## src/rtl/stack_calc_ctrl.sv

```systemverilog
// Stack calculator controller: drives an external synchronous-read stack memory.
// Optional sticky error flag for rejected requests enabled by STACK_CALC_ERR_EN.
module stack_calc_ctrl #(
  parameter int DATA_W = 8,
  parameter int ADDR_W = 7
) (
  input  logic              clk,
  input  logic              iRst,
  input  logic [2:0]        iOp,
  input  logic              iOp_Valid,
  input  logic [DATA_W-1:0] iSwtchs,
  input  logic [DATA_W-1:0] iData_Bus,
  output logic              oCs,
  output logic              oWe,
  output logic [ADDR_W-1:0] oAddr,
  output logic [DATA_W-1:0] oData_Out,
  output logic [DATA_W-1:0] oDVR,
  output logic [ADDR_W-1:0] oDAR,
  output logic              oEmpty,
  output logic              oFull,
  output logic              oBusy,
  output logic              oErr
);

  localparam logic [2:0] OP_PUSH  = 3'd0;
  localparam logic [2:0] OP_POP   = 3'd1;
  localparam logic [2:0] OP_ADD   = 3'd2;
  localparam logic [2:0] OP_SUB   = 3'd3;
  localparam logic [2:0] OP_TOP   = 3'd4;
  localparam logic [2:0] OP_DEC   = 3'd5;
  localparam logic [2:0] OP_INC   = 3'd6;

  localparam logic [ADDR_W-1:0] A_ONES = '1;
  localparam logic [ADDR_W-1:0] A_ZERO = '0;
  localparam logic [ADDR_W-1:0] A_ONE  = {{(ADDR_W-1){1'b0}}, 1'b1};
  localparam logic [ADDR_W-1:0] A_TWO  = A_ONE + A_ONE;
  localparam logic [DATA_W-1:0] D_ZERO = '0;

`ifdef STACK_CALC_ERR_EN
  localparam logic ERR_EN = 1'b1;
`else
  localparam logic ERR_EN = 1'b0;
`endif

  typedef enum logic [3:0] {
    S_IDLE, S_PUSH, S_RDA, S_RDC, S_ARA, S_ARB, S_ARC, S_ARW, S_POPE, S_CLR
  } state_t;

  state_t            state_q, state_d;
  logic [ADDR_W-1:0] spr_q, spr_d;
  logic [ADDR_W-1:0] dar_q, dar_d;
  logic [DATA_W-1:0] dvr_q, dvr_d;
  logic [ADDR_W-1:0] addr_q, addr_d;
  logic [DATA_W-1:0] opnd_q, opnd_d;
  logic [2:0]        op_q, op_d;
  logic [DATA_W-1:0] a_q, a_d;
  logic [DATA_W-1:0] b_q, b_d;
  logic              err_q, err_d;

  logic              cs, we;
  logic [ADDR_W-1:0] mem_addr;
  logic [DATA_W-1:0] mem_wdata;
  logic [DATA_W-1:0] result;
  logic              empty, full, below_two;

  always_ff @(posedge clk) begin
    if (iRst) begin
      state_q <= S_IDLE;
      spr_q   <= A_ONES;
      dar_q   <= A_ZERO;
      dvr_q   <= D_ZERO;
      addr_q  <= A_ZERO;
      opnd_q  <= D_ZERO;
      op_q    <= 3'd0;
      a_q     <= D_ZERO;
      b_q     <= D_ZERO;
      err_q   <= 1'b0;
    end else begin
      state_q <= state_d;
      spr_q   <= spr_d;
      dar_q   <= dar_d;
      dvr_q   <= dvr_d;
      addr_q  <= addr_d;
      opnd_q  <= opnd_d;
      op_q    <= op_d;
      a_q     <= a_d;
      b_q     <= b_d;
      err_q   <= err_d;
    end
  end

  assign empty     = (spr_q == A_ONES);
  assign full      = (spr_q == A_ZERO);
  assign below_two = &spr_q[ADDR_W-1:1];
  assign result    = (op_q == OP_SUB) ? (b_q - a_q) : (b_q + a_q);

  always_comb begin
    state_d   = state_q;
    spr_d     = spr_q;
    dar_d     = dar_q;
    dvr_d     = dvr_q;
    addr_d    = addr_q;
    opnd_d    = opnd_q;
    op_d      = op_q;
    a_d       = a_q;
    b_d       = b_q;
    err_d     = err_q;
    cs        = 1'b0;
    we        = 1'b0;
    mem_addr  = A_ZERO;
    mem_wdata = D_ZERO;
    case (state_q)
      S_IDLE: begin
        if (iOp_Valid) begin
          op_d = iOp;
          case (iOp)
            OP_PUSH: begin
              if (full) err_d = err_q | ERR_EN;
              else begin
                opnd_d  = iSwtchs;
                state_d = S_PUSH;
              end
            end
            OP_POP: begin
              if (empty) err_d = err_q | ERR_EN;
              else if (spr_q == A_ONES - A_ONE) state_d = S_POPE;
              else begin
                addr_d  = spr_q + A_TWO;
                state_d = S_RDA;
              end
            end
            OP_ADD, OP_SUB: begin
              if (below_two) err_d = err_q | ERR_EN;
              else state_d = S_ARA;
            end
            OP_TOP: begin
              if (empty) err_d = err_q | ERR_EN;
              else begin
                addr_d  = spr_q + A_ONE;
                state_d = S_RDA;
              end
            end
            OP_DEC: begin
              addr_d  = dar_q - A_ONE;
              state_d = S_RDA;
            end
            OP_INC: begin
              addr_d  = dar_q + A_ONE;
              state_d = S_RDA;
            end
            default: state_d = S_CLR;
          endcase
        end
      end
      S_PUSH: begin
        cs        = 1'b1;
        we        = 1'b1;
        mem_addr  = spr_q;
        mem_wdata = opnd_q;
        spr_d     = spr_q - A_ONE;
        dar_d     = spr_q;
        dvr_d     = opnd_q;
        state_d   = S_IDLE;
      end
      S_RDA: begin
        cs       = 1'b1;
        mem_addr = addr_q;
        state_d  = S_RDC;
      end
      S_RDC: begin
        dvr_d = iData_Bus;
        dar_d = addr_q;
        if (op_q == OP_POP) spr_d = spr_q + A_ONE;
        state_d = S_IDLE;
      end
      // Arithmetic: A read issued in ARA lands in ARB, B read issued in ARB lands in ARC.
      S_ARA: begin
        cs       = 1'b1;
        mem_addr = spr_q + A_ONE;
        state_d  = S_ARB;
      end
      S_ARB: begin
        cs       = 1'b1;
        mem_addr = spr_q + A_TWO;
        a_d      = iData_Bus;
        state_d  = S_ARC;
      end
      S_ARC: begin
        b_d     = iData_Bus;
        state_d = S_ARW;
      end
      S_ARW: begin
        cs        = 1'b1;
        we        = 1'b1;
        mem_addr  = spr_q + A_TWO;
        mem_wdata = result;
        spr_d     = spr_q + A_ONE;
        dar_d     = spr_q + A_TWO;
        dvr_d     = result;
        state_d   = S_IDLE;
      end
      S_POPE: begin
        spr_d   = A_ONES;
        dar_d   = A_ZERO;
        dvr_d   = D_ZERO;
        state_d = S_IDLE;
      end
      S_CLR: begin
        spr_d   = A_ONES;
        dar_d   = A_ZERO;
        dvr_d   = D_ZERO;
        err_d   = 1'b0;
        state_d = S_IDLE;
      end
      default: state_d = S_IDLE;
    endcase
  end

  // Reset in a write cycle must keep the memory untouched, so strobes are gated.
  assign oCs       = cs & ~iRst;
  assign oWe       = we & ~iRst;
  assign oAddr     = mem_addr;
  assign oData_Out = mem_wdata;
  assign oDVR      = dvr_q;
  assign oDAR      = dar_q;
  assign oEmpty    = empty;
  assign oFull     = full;
  assign oBusy     = (state_q != S_IDLE);
  assign oErr      = err_q;

endmodule

```

## config.mk

```make
export PLATFORM = sky130hd
export DESIGN_NAME = stack_calc_ctrl
export DESIGN_NICKNAME = d
export VERILOG_FILES = /design/src/rtl/stack_calc_ctrl.sv
export SDC_FILE = /design/constraint.sdc
export NUM_CORES = 1
export LEC_CHECK = 0
export BUFFER_PORTS_ARGS = -buffer_cell sky130_fd_sc_hd__buf_2
export CAP_MARGIN = 25
export CORE_MARGIN = 2
export CORE_UTILIZATION = 54
export CTS_BUF_LIST = sky130_fd_sc_hd__clkbuf_2
export DETAILED_ROUTE_END_ITERATION = 10
export GPL_TIMING_DRIVEN = 0
export PLACE_DENSITY = 0.79
export SYNTH_ARGS = -nofsm -noshare
export SYNTH_HDL_FRONTEND = slang
export SYNTH_SLANG_ARGS = --single-unit
```

## constraint.sdc

```tcl
create_clock -name clk -period 3 [get_ports clk]
set_input_delay 0.6 -clock clk [delete_from_list [all_inputs] [get_ports clk]]
set_output_delay 0.6 -clock clk [all_outputs]
set_load 0.01 [all_outputs]
```

==> impl_metrics.toml <==
[synthesis]
synth_fp_nets = 607
synthFlopType = "dfxtp_1"
yosys.area_share.simple = 0.246
yosysWarningCount = 0
synth_seq_cells = 60
seq_area_frac_synth = 0.283
synth_xor_area_frac = 0.0392
synth_top_family_by_area = "compound AO/OA/AOI/OAI gates"
synth_mux_area_frac = 0.0313
post_synth.cell_area_avg_um2 = 7.52
synthAdderAreaFrac = 0.0654
synth-compound-area-share = 0.283
synth_edf_count = 0
synthesis.instances = 564
async_flop_share = 0
synth_cell_type_count = 67
synth_area_um2 = 4240

[pwr]
power_density_nw_per_um2 = 425
ir_drop_uv = 341
leakagePower_nw = 2.17

[routing]
via_count = 4866
drcViolationCount = 0
drt-total-wl_mm = 15.1
via_per_inst = 6.42
dr.pass1.iters = 5
drtIter0Drc = 648
wl_per_cell_um = 19.9
drtAntennaViolNets = 0

[timing]
setup-violations-final = 6
period_minus_slack_ns = 3.58
finClkSkew_ns = 0.0267
hold_viol_final = 0
maxSlewViolCount = 0
fin_hold_ws_ns = 0.278
relSlewSlack = 0.377
setup_ws_ns = -0.579
worst-slew-pin-transition_ns = 0.935
fmax_mhz = 279
finalCritPeriodShare = 1.19
rsz0062_at_grt = "yes"

[grt]
grt_pass1_wl_mm = 23.5
gr-usage-all-layers = 0.349
grt-ovfl-total = 0
grt_max_degree = 13
antenna_found_initial = 0
grt_pass1_vias = 4550

[worst_setup_path]
crit_family = "compound AO/OA/AOI/OAI gates"
cp.depth = 12
crit_required_ns = 2.40
worst_path_largest_cell_delay_ns = 0.37
crit_slowest_cell = "ha_1"
path_buf_inv = 2
crit_type = "flop to output port"
worstPathArrival_ns = 2.98
critPathLaunchType = "flop"
r2r_slack_ns = 0.15
path_max_fanout = 5
endpoint_kind = "output port"
worstPathCellList = "and3b_2 -> buf_6 -> nor2_4 -> xnor2_2 -> ha_1 -> o21a_1 -> o31a_1 -> o21ai_1 -> and3_1 -> o21ai_2 -> nand2_1 -> buf_2"
ff2ff_path_depth = 13

[final_layout]
synthToLayoutAreaGrowth_pct = 23.6
fillCellCount = 651
diodes = 0
finish.utilization = 0.682
drive_gt1_frac = 0.273
nets = 694

[floorplan]
dieArea_um2 = 8580
die_x_um = 92.7
row_count = 32
initial_core_util = 0.552
core_area_um2 = 7690
dieHeight_um = 92.7
num_io_pins = 58

[hold_path]
holdCritPathClass = "input port to flop"
min_path_cells = 3

[clock_tree]
cts_buffers = 9
holdBufCountCts = 0
cts_num_sinks = 60
clk_pin_slew_worst_paths_ns = 0.22
root_buffer = "clkbuf_2"
cts.path.max_buffers = 2
cts_tree = "yes"
htreeDepth = 3
clk_latency_ns = 0.53

[placed_design]
io_buffer_count = 54
finalWeightedCongestion = 0.976
dp_slack_ns = -0.377
place_hpwl_mm = 10.6

[status]
violations = "negative setup slack"
outcome = "finished with violations"

[run]
drv_cap = 0
sequential cells by signal, summed over array words and instances, names as in the netlist:
name,cells
state_q,4
b_q,8
spr_q,7
oDVR,8
op_q,3
oDAR,7
addr_q,7
a_q,8
opnd_q,8
what timing repair did:
item,CTS,global route
setup endpoints to repair,17,16
buffers inserted,12,13
cloned,0,0
gates resized for setup,47,51
pin swaps,14,22
area by class of cell:
type,count,area (um^2),area share
sequential,60,1230,0.234
clock buffer,9,45.0,0.00859
tap,102,128,0.0243
timing repair buffer,78,477,0.0909
multi-input combinational,452,3070,0.586
clock inverter,7,52.6,0.0100
inverter,18,80.1,0.0153
buffer,32,164,0.0312
per-stage QoR:
| step | area [um^2] | power (mW) | cells | setup TNS [ns] |
|---|---|---|---|---|
| 2_1_floorplan | 4240 | 1.44 | 564 | 0 |
| 5_1_grt | 5250 | 2.34 | 758 | -3.01 |
| 4_1_cts | 4970 | 2.17 | 747 | -2.26 |
| 6_report | 5250 | 2.23 | 758 | -2.75 |
| 3_5_place_dp | 4640 | 1.68 | 720 | -1.32 |
| 3_3_place_gp | 4640 | 1.66 | 720 | -1.07 |
final timing paths:
kind / start / endpoint
setup / recovery: op_q[2] / oData_Out[5]
hold reg to reg: b_q[4] / b_q[4]
setup reg to reg: op_q[2] / oDVR[7]
hold / removal: iSwtchs[7] / opnd_q[7]
kinds of logic after synthesis:
kind of cell             after synthesis
adder cells (fa/ha/maj)               21
other                                  1
AO/OA/AOI/OAI                        183
buffers and inverters                 52
XOR/XNOR                              19
multiplexers                          13
flip-flops                            60
AND/OR/NAND/NOR                      215
worst min-delay path: stages:
cell and delay, ns:
buf_2 0.07, mux2i_1 0.05, nor2_1 0.07
Yosys cell counts, types with 3 or more instances:
master | n | area share
nor3_1 | 7 | 0.0083
nand3_1 | 13 | 0.015
o22ai_1 | 13 | 0.019
a22oi_1 | 6 | 0.011
buf_2 | 4 | 0.0047
nor2b_1 | 12 | 0.018
inv_1 | 18 | 0.016
nand2_1 | 87 | 0.077
or3_1 | 3 | 0.0044
o31a_1 | 3 | 0.0062
nor4_1 | 3 | 0.0044
o21bai_1 | 4 | 0.0071
xor2_1 | 6 | 0.012
a31oi_1 | 3 | 0.0044
o21a_1 | 7 | 0.012
clkbuf_1 | 25 | 0.022
or2_2 | 4 | 0.0059
a21oi_1 | 67 | 0.079
ha_1 | 19 | 0.056
a221oi_1 | 9 | 0.019
o21ai_0 | 31 | 0.037
nand2b_1 | 10 | 0.015
nor2_1 | 51 | 0.045
dfxtp_1 | 60 | 0.28
a211oi_1 | 7 | 0.012
a22o_1 | 3 | 0.0062
a222oi_1 | 5 | 0.012
nand3b_1 | 3 | 0.0053
xnor2_1 | 13 | 0.027
o31ai_1 | 3 | 0.0053
mux2i_1 | 11 | 0.026
a21o_1 | 3 | 0.0053
and3_1 | 4 | 0.0059
layer usage:
metal	track usage	wire length [um]
met4	0.137	633
met3	0.0749	1470
met2	0.536	6790
met5	0	0
met1	0.478	6210
cells in the final DEF, fill, tap and decap left out, types with 4 or more instances in the layout:
master and n:
a211oi_1 7, a21oi_1 65, a221oi_1 8, a222oi_1 5, a22oi_1 6, and3_1 4, buf_2 55, buf_4 23
buf_6 7, clkbuf_1 17, clkbuf_2 13, clkinvlp_4 4, dfxtp_1 48, dfxtp_2 8, dfxtp_4 4, ha_1 14
ha_4 4, inv_1 11, inv_2 4, mux2i_1 11, nand2_1 86, nand2b_1 9, nand3_1 13, nor2_1 47
nor2b_1 8, nor3_1 4, o21a_1 7, o21ai_0 26, o21bai_1 4, o22ai_1 13, or2_2 4, xnor2_1 9
xor2_1 6
where the power goes:
part / total, mW / switching [mW] / internal, mW
Combinational: 0.862 / 0.512 / 0.349
Clock: 0.461 / 0.352 / 0.110
Sequential: 0.905 / 0.0582 / 0.846
Total: 2.23 / 0.922 / 1.31
Note: power is estimated with default switching activity, not from simulation.
